## config.mk

```make
export PLATFORM = sky130hd
export DESIGN_NAME = seg_window_ctrl
export DESIGN_NICKNAME = d
export VERILOG_FILES = /design/src/rtl/seg_window_ctrl.sv
export SDC_FILE = /design/constraint.sdc
export NUM_CORES = 1
export LEC_CHECK = 0
export BUFFER_PORTS_ARGS = -buffer_cell sky130_fd_sc_hd__buf_2
export CAP_MARGIN = 20
export CORE_MARGIN = 1.5
export CORE_UTILIZATION = 45
export CTS_BUF_LIST = sky130_fd_sc_hd__clkbuf_8
export DETAILED_ROUTE_END_ITERATION = 6
export GPL_ROUTABILITY_DRIVEN = 0
export GPL_TIMING_DRIVEN = 0
export PLACE_DENSITY_LB_ADDON = 0.05
export SYNTH_ARGS = -nofsm -noshare
export SYNTH_HDL_FRONTEND = slang
export SYNTH_SLANG_ARGS = --single-unit
```

## constraint.sdc

```tcl
create_clock -name clk -period 3.65 [get_ports clk]
set_input_delay 0.1825 -clock clk [delete_from_list [all_inputs] [get_ports clk]]
set_output_delay 0.1825 -clock clk [all_outputs]
set_load 0.03 [all_outputs]
```

## src/rtl/seg_window_ctrl.sv

```systemverilog
// Six-window segment display pixel controller: decodes the digit windows from the
// VGA counters, holds shadow/committed digit banks and emits a 2-cycle gated pixel stream.
module seg_window_ctrl (
  input  logic        clk,
  input  logic        rst,
  input  logic [9:0]  hcnt,
  input  logic [9:0]  vcnt,
  input  logic [11:0] pixelIn,
  input  logic        wr_valid,
  input  logic [2:0]  wr_slot,
  input  logic [3:0]  wr_digit,
  output logic        wr_ready,
  output logic [11:0] pixelOut,
  output logic        active,
  output logic [2:0]  slot_idx,
  output logic [6:0]  slot_x,
  output logic [7:0]  slot_y,
  output logic [3:0]  cur_digit,
  output logic        frame_done
);

  localparam logic [9:0]  ROW_FIRST = 10'd101;
  localparam logic [9:0]  ROW_LAST  = 10'd349;
  localparam logic [9:0]  WIN_SPAN  = 10'd73;
  localparam logic [9:0]  COMMIT_V  = 10'd480;
  localparam logic [3:0]  BLANK     = 4'hF;
  localparam logic [23:0] ALL_BLANK = 24'hFFFFFF;

  function automatic logic [9:0] winBase(input logic [2:0] k);
    case (k)
      3'd0:    winBase = 10'd101;
      3'd1:    winBase = 10'd191;
      3'd2:    winBase = 10'd281;
      3'd3:    winBase = 10'd371;
      3'd4:    winBase = 10'd461;
      3'd5:    winBase = 10'd551;
      default: winBase = 10'd0;
    endcase
  endfunction

  function automatic logic [3:0] digitSel(input logic [23:0] bank, input logic [2:0] idx);
    case (idx)
      3'd0:    digitSel = bank[3:0];
      3'd1:    digitSel = bank[7:4];
      3'd2:    digitSel = bank[11:8];
      3'd3:    digitSel = bank[15:12];
      3'd4:    digitSel = bank[19:16];
      3'd5:    digitSel = bank[23:20];
      default: digitSel = BLANK;
    endcase
  endfunction

  logic        inRows_s;
  logic [5:0]  winHit_s;
  logic        inWin_s;
  logic [2:0]  slotIdx_s;
  logic [9:0]  base_s;
  logic [6:0]  slotX_s;
  logic [7:0]  slotY_s;
  logic        commitHit_s;
  logic        writeFire_s;
  logic [23:0] shadowNext_s;
  logic [3:0]  lookDigit_s;
  logic        digitLive_s;

  logic        s1InWin_r;
  logic [2:0]  s1Slot_r;
  logic [6:0]  s1X_r;
  logic [7:0]  s1Y_r;
  logic [11:0] s1Pix_r;
  logic [23:0] shadow_r;
  logic [23:0] committed_r;

  // Out-of-range counters (>799 / >524) never satisfy these compares.
  assign inRows_s = (vcnt >= ROW_FIRST) && (vcnt <= ROW_LAST);

  for (genvar k = 0; k < 6; k++) begin : gWinHit
    assign winHit_s[k] = inRows_s && (hcnt >= winBase(3'(k))) && (hcnt <= winBase(3'(k)) + WIN_SPAN);
  end

  // Windows are disjoint, so at most one hit bit is set.
  always_comb begin
    inWin_s   = 1'b0;
    slotIdx_s = 3'd0;
    case (winHit_s)
      6'b000001: begin inWin_s = 1'b1; slotIdx_s = 3'd0; end
      6'b000010: begin inWin_s = 1'b1; slotIdx_s = 3'd1; end
      6'b000100: begin inWin_s = 1'b1; slotIdx_s = 3'd2; end
      6'b001000: begin inWin_s = 1'b1; slotIdx_s = 3'd3; end
      6'b010000: begin inWin_s = 1'b1; slotIdx_s = 3'd4; end
      6'b100000: begin inWin_s = 1'b1; slotIdx_s = 3'd5; end
      default:   begin inWin_s = 1'b0; slotIdx_s = 3'd0; end
    endcase
  end

  // Window-local coordinates, forced to zero outside any window.
  always_comb begin
    base_s  = winBase(slotIdx_s);
    slotX_s = 7'd0;
    slotY_s = 8'd0;
    if (inWin_s) begin
      slotX_s = 7'(hcnt - base_s);
      slotY_s = 8'(vcnt - ROW_FIRST);
    end else begin
      slotX_s = 7'd0;
      slotY_s = 8'd0;
    end
  end

  // Commit falls on the first vblank line; writes stall for exactly that cycle.
  assign commitHit_s = (hcnt == 10'd0) && (vcnt == COMMIT_V);
  assign wr_ready    = ~rst & ~commitHit_s;
  assign writeFire_s = wr_valid & wr_ready;

  // Shadow bank next state; slots 6 and 7 handshake but store nothing.
  always_comb begin
    shadowNext_s = shadow_r;
    if (writeFire_s) begin
      case (wr_slot)
        3'd0:    shadowNext_s[3:0]   = wr_digit;
        3'd1:    shadowNext_s[7:4]   = wr_digit;
        3'd2:    shadowNext_s[11:8]  = wr_digit;
        3'd3:    shadowNext_s[15:12] = wr_digit;
        3'd4:    shadowNext_s[19:16] = wr_digit;
        3'd5:    shadowNext_s[23:20] = wr_digit;
        default: shadowNext_s        = shadow_r;
      endcase
    end else begin
      shadowNext_s = shadow_r;
    end
  end

  // Shadow and committed digit banks.
  always_ff @(posedge clk) begin
    if (rst) begin
      shadow_r    <= ALL_BLANK;
      committed_r <= ALL_BLANK;
    end else begin
      shadow_r <= shadowNext_s;
      if (commitHit_s) begin
        committed_r <= shadow_r;
      end else begin
        committed_r <= committed_r;
      end
    end
  end

  // Stage 1: window decode, local coordinates and pixel capture.
  always_ff @(posedge clk) begin
    if (rst) begin
      s1InWin_r <= 1'b0;
      s1Slot_r  <= 3'd0;
      s1X_r     <= 7'd0;
      s1Y_r     <= 8'd0;
      s1Pix_r   <= 12'h000;
    end else begin
      s1InWin_r <= inWin_s;
      s1Slot_r  <= slotIdx_s;
      s1X_r     <= slotX_s;
      s1Y_r     <= slotY_s;
      s1Pix_r   <= pixelIn;
    end
  end

  assign lookDigit_s = digitSel(committed_r, s1Slot_r);
  assign digitLive_s = (lookDigit_s != BLANK);

  // Stage 2: committed-bank lookup, gating and output registers.
  always_ff @(posedge clk) begin
    if (rst) begin
      pixelOut   <= 12'h000;
      active     <= 1'b0;
      slot_idx   <= 3'd0;
      slot_x     <= 7'd0;
      slot_y     <= 8'd0;
      cur_digit  <= BLANK;
      frame_done <= 1'b0;
    end else begin
      frame_done <= commitHit_s;
      if (s1InWin_r) begin
        slot_idx  <= s1Slot_r;
        slot_x    <= s1X_r;
        slot_y    <= s1Y_r;
        cur_digit <= lookDigit_s;
        active    <= digitLive_s;
        pixelOut  <= digitLive_s ? s1Pix_r : 12'h000;
      end else begin
        slot_idx  <= 3'd0;
        slot_x    <= 7'd0;
        slot_y    <= 8'd0;
        cur_digit <= BLANK;
        active    <= 1'b0;
        pixelOut  <= 12'h000;
      end
    end
  end

endmodule

```

==> out/qor.txt <==
status -> completed
DR WL/cell -> 13.49 µm
I/O pins -> 79
min cycle time layout -> 3.372 ns
# DRC -> 0
Max Cap Viol -> 0
initial core utilization -> 46.08%
Clk Latency, worst-skew pair -> 0.41 ns
top-count cell post-synth -> dfxtp_1
vias in the first global route -> 3,575
setup_tns -> 0 ns
Hold Slack -> 0.02992 ns
reg2reg end -> pixelOut[1]$_SDFF_PP0_
Cell variety after synth -> 58
share of cells above drive strength 1 -> 21.66%
Hold EP -> shadow_r[3]$_SDFFE_PP1P_
wire length on met3 -> 575 µm
Initial DRC Count -> 169
Area growth syn-to-layout -> 22.96%
crit path DAT -> 3.67 ns
Setup crit start kind -> input pin
vias per cell -> 4.891
Rel. slew slack -> 62.50%
CTS Buf Count -> 17
worst hold path type -> input pin to register
Synthesized Nets -> 560
design area -> 5823 µm²
Die Y -> 105.6 µm
Clock Tree Root -> clkbuf_8
CP endpoint kind -> register
first-pass GRT wire length -> 17,270 µm
highest routed layer -> met4
register area share after synthesis -> 48.61%
Placed Instances -> 719
WL final -> 10,310 µm
Yosys top cell by area -> dfxtp_1
CTS max path bufs -> 2
final worst slack -> 0.2785 ns
GRT overflow -> 0
Layout Nets -> 667
Detail Route Antenna Nets -> 0
top cells by area, synth -> dfxtp_1, nand2_1, and2_1, nor2b_1, nand3b_1
Top FF cell, synth -> dfxtp_1
TritonRoute pass-1 iters -> 4
synthesized netlist cell count -> 508
Leakage -> 2.591 nW
die width -> 105.6 µm
CP Max Fanout -> 7
Hold Path Depth -> 2
largest net degree at the start of global routing -> 17
# rows -> 37
Final period util -> 92.37%
H-tree depth -> 4
Total GRT Usage -> 19.85%
Vias -> 3,737
WP data required -> 3.95 ns
Clock Skews -> 0.01122 ns
EDFF count, synth -> 0
HPWL Detailed -> 7600 µm
Slew @ Worst Pin -> 0.5626 ns
Worst R2R Path Depth -> 8
Reg clk slew, reported paths -> 0.07 ns
FF-to-FF setup slack -> 1.52 ns
met1 wire length -> 5200 µm
Worst VDD drop -> 0.2390 mV
crit path kind -> input pin to register
Pwr per Cell Area -> 459.4 nW/µm²
RSZ-0062 raised after global routing -> no
maximum clock rate -> 0.2966 GHz
Finished Layout Cells -> 764
number of synthesized register bits -> 115
Final setup viols -> 0
most frequent cells after synthesis -> dfxtp_1, nand2_1, nor2_1
Synth top area share -> 48.61%
initial antenna violation count -> 0
dpl ws -> 0.1632 ns
metal2 WL -> 4414 µm
Final Hold Viols -> 0
hold_sp -> wr_digit[3]
mean area per synthesized cell -> 9.322 µm²
Worst R2R Start -> s1Slot_r[0]$_SDFF_PP0_
Core Area -> 10,280 µm²
Final Core Density -> 56.66%
clk sinks -> 115
max-slew violation count -> 0
Syn Std Cell Area -> 4736 µm²
die area -> 11,150 µm²
YS warnings -> 0
FFs w/ async S/R, synth -> 0%
DP Area -> 5281 µm²
Port-buffer cells -> 75
number of diodes -> 0
total power -> 2.675 mW
TritonCTS clock tree -> built
timing repair:
action                                 4_1_cts  5_1_grt
hold buffers                                13        0
resized for setup                            0        0
endpoints found under the hold margin       13        0
setup buffers                                0        0
layout make-up:
type / count / area (µm²)
flip-flops and latches: 115 / 2302
clock buffers: 18 / 247.7
repair buffers: 88 / 505.5
inverters: 18 / 67.56
fillers: 980 / 4454
clock inverters: 14 / 163.9
multi-input cells: 344 / 2218
plain buffers: 31 / 147.6
well taps: 136 / 170.2
worst max path at each step:
| stage | start | end | slack (ns) | cells past startpoint |
|---|---|---|---|---|
| 5_1_grt | vcnt[0] | s1X_r[6]$_SDFF_PP0_ | 0.02 | 16 |
| 2_1_floorplan | hcnt[1] | s1X_r[6]$_SDFF_PP0_ | 0.77 | 14 |
| 6_report | vcnt[0] | s1X_r[6]$_SDFF_PP0_ | 0.28 | 16 |
| 3_3_place_gp | hcnt[1] | s1X_r[6]$_SDFF_PP0_ | 0.21 | 15 |
| 4_1_cts | vcnt[0] | s1X_r[6]$_SDFF_PP0_ | 0.28 | 16 |
| 3_5_place_dp | hcnt[1] | s1X_r[6]$_SDFF_PP0_ | 0.16 | 15 |
worst max-delay path, stage by stage:
cell and delay (ns):
dlygate4sd3_1 0.53, buf_2 0.14, inv_1 0.07, ha_1 0.19, inv_1 0.06, o21ai_0 0.16, a21oi_1 0.09, o2bb2ai_1 0.48
nor2_1 0.12, ha_1 0.32, nor2b_1 0.16, o21a_1 0.20, o21a_1 0.18, o311ai_0 0.46, xor2_1 0.27, nor2_2 0.05
cell families after synthesis:
kind of cell / Yosys count / share of synthesized area (%)
buffers and inverters: 49 / 4.544
other: 1 / 0.07918
DFF: 115 / 48.61
muxes: 13 / 3.012
adders and majority gates: 10 / 2.801
xor gates and xnor gates: 6 / 1.110
and+or+nand+nor: 244 / 28.51
AOI/OAI and AO/OA: 70 / 11.33
registers in the layout, summed over array words and instances (netlist names):
register and cells:
s1Pix_r 12, s1Y_r 8, pixelOut 12, shadow_r 24, s1X_r 7, s1InWin_r 1, active 1, committed_r 24
cur_digit 4, frame_done 1, s1Slot_r 3, slot_idx 3, slot_y 8, slot_x 7
where the power goes:
group	internal [mW]	leakage [nW]	switching, mW
clock	0.689	0.210	0.503
sequential	1.27	0.933	0.00600
combinational	0.0893	1.45	0.115
total	2.05	2.59	0.624
per-layer routing:
metal / vias to the layer above / GRT usage, %
met5: - / 0
met4: 0 / 5.695
met3: 15 / 5.380
met2: 98 / 30.72
met1: 1691 / 27.22
li1: 1933 / -
placed cells by master, fill, tap and decap left out, drive strengths merged, types with 3 or more instances in the layout:
cell / count
dfxtp: 115
buf: 86
nand2: 58
nor2: 56
clkbuf: 38
and2: 31
nor2b: 29
nand3b: 24
inv: 19
a211o: 18
o21ai: 13
dlygate4sd3: 13
mux2i: 12
nor3: 11
ha: 9
clkinv: 8
a21oi: 7
nand2b: 6
nor4: 5
a21o: 4
or2: 4
nand4: 3
nand3: 3
o31ai: 3
nor3b: 3
a2bb2oi: 3
a221oi: 3
xor2: 3
xnor2: 3
bufinv: 3
No activity file was read; power rests on OpenSTA's default activity.
